<file path="src/rtl/estacionamiento_top.sv">
// ---------------------------------------------------------------------------
// estacionamiento_top
//
// Parking-lot occupancy counter fed by two photo-sensors along the lane:
// a (outer) and b (inner), 1 = beam blocked. An entering car walks the sensor
// pair through ab 00->10->11->01->00 and a leaving car walks 00->01->11->10->00.
// A direction-decoding FSM turns completed walks into entry/exit events, and a
// saturating counter tracks how many cars are parked.
//
// Build option:
//   ESTACIONAMIENTO_SYNC_EN defined   -> a/b pass through a two-flop
//                                        synchronizer (raw input to count
//                                        change: 3 rising edges).
//   ESTACIONAMIENTO_SYNC_EN undefined -> a single register stage (2 edges).
//
// Ports:
//   clk         in   system clock, rising edge
//   reset       in   asynchronous, active-low reset
//   a, b        in   outer / inner sensor, asynchronous to clk
//   count       out  current occupancy (WIDTH bits)
//   full        out  count == CAPACITY
//   empty       out  count == 0
//   entry_pulse out  one-cycle pulse per accepted entry
//   exit_pulse  out  one-cycle pulse per accepted exit
//   seq_error   out  one-cycle pulse on an illegal sensor transition
//   state_dbg   out  current FSM state encoding (debug visibility)
//
// Handshake: there is none; sensor inputs are level signals sampled every
// clock, and all event outputs are single-cycle pulses with no back-pressure.
// ---------------------------------------------------------------------------
module estacionamiento_top #(
    parameter int WIDTH    = 3,
    parameter int CAPACITY = 7
) (
    input  logic             clk,
    input  logic             reset,
    input  logic             a,
    input  logic             b,
    output logic [WIDTH-1:0] count,
    output logic             full,
    output logic             empty,
    output logic             entry_pulse,
    output logic             exit_pulse,
    output logic             seq_error,
    output logic [2:0]       state_dbg
);

    localparam logic [WIDTH-1:0] CAP = WIDTH'(CAPACITY);

    typedef enum logic [2:0] {
        S_IDLE = 3'd0,
        S_IN1  = 3'd1,
        S_IN2  = 3'd2,
        S_IN3  = 3'd3,
        S_OUT1 = 3'd4,
        S_OUT2 = 3'd5,
        S_OUT3 = 3'd6,
        S_WAIT = 3'd7
    } state_e;

    // ------------------------------------------------------------------
    // Input sampling
    // ------------------------------------------------------------------
    logic a_s_q, a_s_d;
    logic b_s_q, b_s_d;

`ifdef ESTACIONAMIENTO_SYNC_EN
    logic a_m_q, a_m_d;
    logic b_m_q, b_m_d;

    always_comb begin
        a_m_d = a;
        b_m_d = b;
        a_s_d = a_m_q;
        b_s_d = b_m_q;
    end

    always_ff @(posedge clk or negedge reset) begin
        if (!reset) begin
            a_m_q <= 1'b0;
            b_m_q <= 1'b0;
        end else begin
            a_m_q <= a_m_d;
            b_m_q <= b_m_d;
        end
    end
`else
    always_comb begin
        a_s_d = a;
        b_s_d = b;
    end
`endif

    always_ff @(posedge clk or negedge reset) begin
        if (!reset) begin
            a_s_q <= 1'b0;
            b_s_q <= 1'b0;
        end else begin
            a_s_q <= a_s_d;
            b_s_q <= b_s_d;
        end
    end

    // ------------------------------------------------------------------
    // Direction-decoding FSM
    // ------------------------------------------------------------------
    state_e           state_q, state_d;
    logic             entry_evt, exit_evt;
    logic             seq_error_q, seq_error_d;
    logic [1:0]       ab;

    always_comb begin
        ab          = {a_s_q, b_s_q};
        state_d     = state_q;
        entry_evt   = 1'b0;
        exit_evt    = 1'b0;
        seq_error_d = 1'b0;
        // An input equal to the state's own code falls through to "stay".
        case (state_q)
            S_IDLE: begin
                case (ab)
                    2'b10:   state_d = S_IN1;
                    2'b01:   state_d = S_OUT1;
                    2'b11:   begin state_d = S_WAIT; seq_error_d = 1'b1; end
                    default: ;
                endcase
            end
            S_IN1: begin
                case (ab)
                    2'b11:   state_d = S_IN2;
                    2'b00:   state_d = S_IDLE;
                    2'b01:   begin state_d = S_WAIT; seq_error_d = 1'b1; end
                    default: ;
                endcase
            end
            S_IN2: begin
                case (ab)
                    2'b01:   state_d = S_IN3;
                    2'b10:   state_d = S_IN1;   // car backing out
                    2'b00:   begin state_d = S_WAIT; seq_error_d = 1'b1; end
                    default: ;
                endcase
            end
            S_IN3: begin
                case (ab)
                    2'b00:   begin state_d = S_IDLE; entry_evt = 1'b1; end
                    2'b11:   state_d = S_IN2;
                    2'b10:   begin state_d = S_WAIT; seq_error_d = 1'b1; end
                    default: ;
                endcase
            end
            S_OUT1: begin
                case (ab)
                    2'b11:   state_d = S_OUT2;
                    2'b00:   state_d = S_IDLE;
                    2'b10:   begin state_d = S_WAIT; seq_error_d = 1'b1; end
                    default: ;
                endcase
            end
            S_OUT2: begin
                case (ab)
                    2'b10:   state_d = S_OUT3;
                    2'b01:   state_d = S_OUT1;
                    2'b00:   begin state_d = S_WAIT; seq_error_d = 1'b1; end
                    default: ;
                endcase
            end
            S_OUT3: begin
                case (ab)
                    2'b00:   begin state_d = S_IDLE; exit_evt = 1'b1; end
                    2'b11:   state_d = S_OUT2;
                    2'b01:   begin state_d = S_WAIT; seq_error_d = 1'b1; end
                    default: ;
                endcase
            end
            S_WAIT: begin
                if (ab == 2'b00) state_d = S_IDLE;
            end
            default: state_d = S_IDLE;
        endcase
    end

    // ------------------------------------------------------------------
    // Saturating occupancy counter
    // ------------------------------------------------------------------
    logic [WIDTH-1:0] count_q, count_d;
    logic             entry_pulse_q, entry_pulse_d;
    logic             exit_pulse_q, exit_pulse_d;

    always_comb begin
        count_d       = count_q;
        entry_pulse_d = 1'b0;
        exit_pulse_d  = 1'b0;
        // Events arriving at a limit are dropped silently: no wrap, no pulse.
        if (entry_evt && (count_q < CAP)) begin
            count_d       = count_q + 1'b1;
            entry_pulse_d = 1'b1;
        end else if (exit_evt && (count_q != '0)) begin
            count_d      = count_q - 1'b1;
            exit_pulse_d = 1'b1;
        end
    end

    always_ff @(posedge clk or negedge reset) begin
        if (!reset) begin
            state_q       <= S_IDLE;
            count_q       <= '0;
            entry_pulse_q <= 1'b0;
            exit_pulse_q  <= 1'b0;
            seq_error_q   <= 1'b0;
        end else begin
            state_q       <= state_d;
            count_q       <= count_d;
            entry_pulse_q <= entry_pulse_d;
            exit_pulse_q  <= exit_pulse_d;
            seq_error_q   <= seq_error_d;
        end
    end

    assign count       = count_q;
    assign full        = (count_q == CAP);
    assign empty       = (count_q == '0);
    assign entry_pulse = entry_pulse_q;
    assign exit_pulse  = exit_pulse_q;
    assign seq_error   = seq_error_q;
    assign state_dbg   = state_q;

endmodule

</file>
<file path="config.mk">
export PLATFORM = sky130hd
export DESIGN_NAME = estacionamiento_top
export DESIGN_NICKNAME = d
export VERILOG_FILES = /design/src/rtl/estacionamiento_top.sv
export SDC_FILE = /design/constraint.sdc
export NUM_CORES = 1
export LEC_CHECK = 0
export ABC_CLOCK_PERIOD_IN_PS = 2300
export CAP_MARGIN = 15
export CELL_PAD_IN_SITES_DETAIL_PLACEMENT = 1
export CELL_PAD_IN_SITES_GLOBAL_PLACEMENT = 1
export CORE_MARGIN = 2
export CORE_UTILIZATION = 35
export CTS_CLUSTER_SIZE = 12
export DETAILED_ROUTE_END_ITERATION = 8
export PLACE_DENSITY = 0.78
export RECOVER_POWER = 100
export SYNTH_ARGS = -nofsm -noshare
export SYNTH_HDL_FRONTEND = slang
export SYNTH_SLANG_ARGS = --single-unit
</file>
<file path="constraint.sdc">
create_clock -name clk -period 2.3 [get_ports clk]
set_input_delay 0.23 -clock clk [delete_from_list [all_inputs] [get_ports clk]]
set_output_delay 0.23 -clock clk [all_outputs]
set_load 0.1 [all_outputs]
</file>
Word-level counts from Yosys, hierarchy flattened
Index checks and enable logic that the tools add are counted.
- flip-flop bits (word level): 11
- latch bits: 0
- RAM bits: 0
- memory bits (read-only): 0
- bits of input ports: 4
- output and inout port bits: 11
- logic and storage cells: 61
- memories kept: 0
- $add $sub $neg: 2
- multiply operators: 0
- divide/modulo/power cells: 0
- $lt $le $gt $ge: 1
- equal/unequal tests: 19
- shifts and indexed selects: 0
- multiplexer cells: 21
- bitwise operators: 0
- reduce and logical (&&, ||, !) cells: 11
- operator list (kind ; number):
    3-bit case mux with 3 select lines ; 7
    3-bit case mux with 8 select lines ; 1
    4-bit != test (second input constant) ; 5
    3-bit equality test (second input constant) ; 5
    1-bit 2-to-1 mux ; 9
    3-bit 2-to-1 mux ; 3
    4-bit by 3-bit != test with 1-bit output (second input constant) ; 2
    8-bit AND reduction ; 1
    3-bit by 2-bit equality test with 1-bit output (second input constant) ; 2
    3-bit logical NOT ; 2
    2-bit OR reduction ; 3
    2-bit equality test (second input constant) ; 2
    1-bit case mux with 4 select lines ; 1
    3-bit by 1-bit adder with 3-bit output (second input constant) ; 1
    3-bit by 1-bit equality test with 1-bit output (second input constant) ; 1
    3-bit less-than comparator (second input constant) ; 1
    3-bit nonzero test ; 1
    3-bit by 1-bit subtractor with 3-bit output (second input constant) ; 1
    2-bit by 1-bit equality test with 1-bit output (second input constant) ; 1
    1-bit logical AND ; 2
    2-bit logical NOT ; 1
    2-bit != test (second input constant) ; 1
    2-bit nonzero test ; 1

Depth between registers and ports, before layout
- word-level depth: 6
- depth in mapped cells: 8

Worst setup path before layout
OpenSTA, ideal clock, no wires.
- path type: flip-flop to flip-flop
- from: register count_q[1], in the netlist count[1]
- to: register count_q[1], in the netlist count[1]
- arrival: 3797 ps
- slack: -1626 ps
- cell stages (with the launch flop): 5
- path buffers: 0
- clock period less this slack: 3926 ps
- path through: dfrtp_1 nor3_1 or4_4 nand2_2 mux2_1
- cells in the longest elaborated chain, start to end: 3
- elaborated cells between the ends (all ways): 9
- classes of those cells: add/sub: 2; order compare: 1; mux: 2; reduce/logical: 4
- ends and longest elaborated chain (element ; RTL line ; text):
    start: declaration ; 186 ; logic [WIDTH-1:0] count_q, count_d;
    start signal: assignment ; 213 ; count_q <= count_d;
    3-bit by 1-bit subtractor with 3-bit output (tied with other cells) ; 199 ; count_d = count_q - 1'b1;
    3-bit 2-to-1 mux (tied with other cells) ; 198 ; end else if (exit_evt && (count_q != '0)) begin
    3-bit 2-to-1 mux / 2-bit nonzero test (equally long branches) ; - ;
Several ways; a longest one is shown, not always the timed one. The select of a mux whose other input is x is not followed.
A chain may end at the register's enable or synchronous reset.

Final worst setup path
- from: register b_s_q
- to: register count_q[1], in the netlist count[1]
- cells in the longest elaborated chain, start to end: 5
- elaborated cells between the ends (all ways): 8
- classes of those cells: mux: 4; reduce/logical: 4
- ends and longest elaborated chain (element ; RTL line ; text):
    start: declaration ; 65 ; logic b_s_q, b_s_d;
    start signal: assignment ; 100 ; b_s_q <= b_s_d;
    2-bit logical NOT ; 145 ; case (ab)
    1-bit 2-to-1 mux ; 145 ;
    1-bit 2-to-1 mux ; 119 ; case (state_q)
    1-bit logical AND ; 195 ; if (entry_evt && (count_q < CAP)) begin
    3-bit 2-to-1 mux ; 195 ;
    via count_d[1] ; 186 ;
The timed path passes the listed nets, and every way through them passes these cells.

==> reports/results.txt <==
status -> finished clean
critical path fanouts, max -> 5
HPWL after DPL -> 1.742 mm
setup TNS -> 0 ps
largest stage delay on the critical path -> 440 ps
ratio of cells with drive above 1 in the final layout -> 0.2124
min Tclk post-route -> 2121 ps
Starting DRT DRC Count -> 16
largest net degree at the start of global routing -> 24
area of the core -> 2432 um^2
Place WS -> 127.5 ps
nets -> 127
fmax -> 471.4 MHz
Top delay family on crit path -> adder cells
post-route antenna net violation count -> 0
CP Depth -> 6
Port-buffer cells -> 14
syn nets -> 110
first-pass GRT wire length -> 3.601 mm
WL final -> 2.207 mm
RSZ-0062 raised after global routing -> no
worst path bufs/invs -> 1
antenna violations before repair -> 0
Die Area -> 2961 um^2
CP cell instances -> inv_1, ha_1, nand2_1, or3_1, fa_1, mux2_1
post-synth top area cell -> dfrtp_1
Async SR Flop Fraction -> 1.000
# DRC -> 0
Post-CTS Hold Fix Bufs -> 0
slew at the pin closest to its max-slew limit -> 1177 ps
depth of the most critical reg-to-reg path -> 6
unique cell type count in the Yosys netlist -> 36
clk slew on worst S/H paths -> 80 ps
TritonCTS clock tree -> built
crit path from -> b_s_q
reg2reg end -> count[1]
slowest cell on the critical path -> fa_1
Mean Syn Cell Area -> 9.171 um^2
Final Util -> 0.4270
worst setup margin -> 178.7 ps
Num CTS Buffers -> 3
worst skew pair latency -> 280 ps
sequential area share after synthesis -> 0.3094
Pre-antenna DRT Iters -> 4
synthesized area -> 889.6 um^2
EDFF count, synth -> 0
CTS Buffer Depth -> 2
routed length per instance -> 15.43 um
Global Route Usage Sum -> 0.1686
max-slew violation count -> 0
GP Congestion -> 0.7619
Clock Skew -> 12.47 ps
Slew HR -> 0.2187
H-tree depth -> 1
fillers -> 299
final hold violation count -> 0
reg-to-reg setup timing slack -> 180 ps
vias in the first global route -> 737
number of cell rows -> 18
DIE WIDTH -> 54.42 um
DR vias/cell -> 5.399
num ports -> 15
cell count after synthesis -> 97
Worst Path Required -> 2470 ps
final hold slack -> 348.6 ps
via count -> 772
RR Startpoint -> b_s_q
Worst Path Arrival -> 2290 ps
synth-to-layout area growth -> 16.74%
Worst setup SP type -> flip-flop
Yosys top cell area share -> 0.3094
flops & latches, synth -> 11
CTS sink count -> 11
worst setup path end -> count[1]
grt ovf -> 0
ys flop type -> dfrtp_1
critical path class -> flip-flop to flip-flop
max_cap viols -> 0
hold crit path type -> input pin to async pin
# setup viols final -> 0
Final period util -> 0.9223
die height -> 54.42 um
antenna cell count -> 0
initial core utilization -> 0.3657
top cells by area, synth -> dfrtp_1 31%, ha_1 11%, mux4_2 5.1%
count of yosys warnings during synthesis -> 0
clk root buf -> clkbuf_4
crit end category -> flip-flop
## worst reg2reg max path: cells and delay by family (launching register included)
kind	cells	cell delay, ps
DFF	1	430
muxes	1	300
buffers and inverters	1	140
and+or+nand+nor	2	510
adders and majority gates	2	630
## kinds of logic after synthesis
kind of cell / share of synthesized area
buffers and inverters: 0.07173
adders and majority gates: 0.1350
DFF: 0.3094
xor gates and xnor gates: 0.01969
and+or+nand+nor: 0.2068
muxes: 0.08720
AOI/OAI and AO/OA: 0.1702
## timing repair
item / in CTS / in global routing
endpoints found under the hold margin: 0 / 0
endpoints found under the setup margin: 0 / 1
buffers inserted: 0 / 0
resized for setup: 0 / 1
## layout make-up
class | instances | area (um^2) | share of cell area
Clock buffer | 4 | 26.28 | 0.02530
Inverter | 7 | 26.28 | 0.02530
Multi-Input combinational cell | 73 | 564.3 | 0.5434
Sequential cell | 11 | 281.5 | 0.2711
Tap cell | 30 | 37.54 | 0.03614
Timing Repair Buffer | 18 | 102.6 | 0.09879
## worst min-delay path by stage
stage	from	to	depth (start not counted)
detailed placement	count[2]	count[2]	1
global placement	count[2]	count[2]	1
finish	reset	state_dbg[2]	1
global route	reset	state_dbg[2]	1
floorplan	reset	a_s_q	0
CTS	reset	state_dbg[2]	1
## Yosys cell counts, types with 3 or more instances
cell type,n
a21oi_1,6
ha_1,8
buf_4,3
o21ai_1,3
dfrtp_1,11
buf_2,3
nor3_1,3
and3_1,3
nand2_1,6
nor2_1,6
o21ai_0,7
inv_1,5
nand2b_1,3
nor2b_1,3
## state kept, by name (all words and copies together) (netlist names)
register,flops
a_s_q,1
b_s_q,1
count,3
entry_pulse,1
exit_pulse,1
seq_error,1
state_dbg,3
## per-stage QoR
step           cell area, um^2  instances
2_1_floorplan            912.1         97
4_1_cts                   1081        143
3_3_place_gp              1055        139
5_1_grt                   1039        143
6_report                  1039        143
3_5_place_dp              1055        139
## layout by cell type (no fill, tap or decap), drive strengths merged, types with 2 or more instances in the layout
cell,synthesis,final
a21oi,6,6
and3,3,3
and3b,2,2
buf,6,3
clkbuf,0,16
dfrtp,11,11
dlygate4sd3,0,3
ha,8,8
inv,7,7
mux2,2,2
mux4,2,2
nand2,7,7
nand2b,3,3
nor2,6,6
nor2b,3,3
nor3,3,3
nor4,2,2
o21ai,10,10
## metal layers
metal / global-route usage / wire, um / share of wire / vias to the layer above
met5: 0 / 0 / 0 / -
met4: 0.02500 / 5 / 0.0023 / 0
met3: 0.04098 / 67 / 0.030 / 2
met2: 0.2651 / 1062 / 0.48 / 12
met1: 0.2382 / 1072 / 0.49 / 383
li1: - / - / - / 375
Power is left out: the tool's default activity adds up to more than one toggle a clock period on the data nets, which glitch-free logic cannot reach.
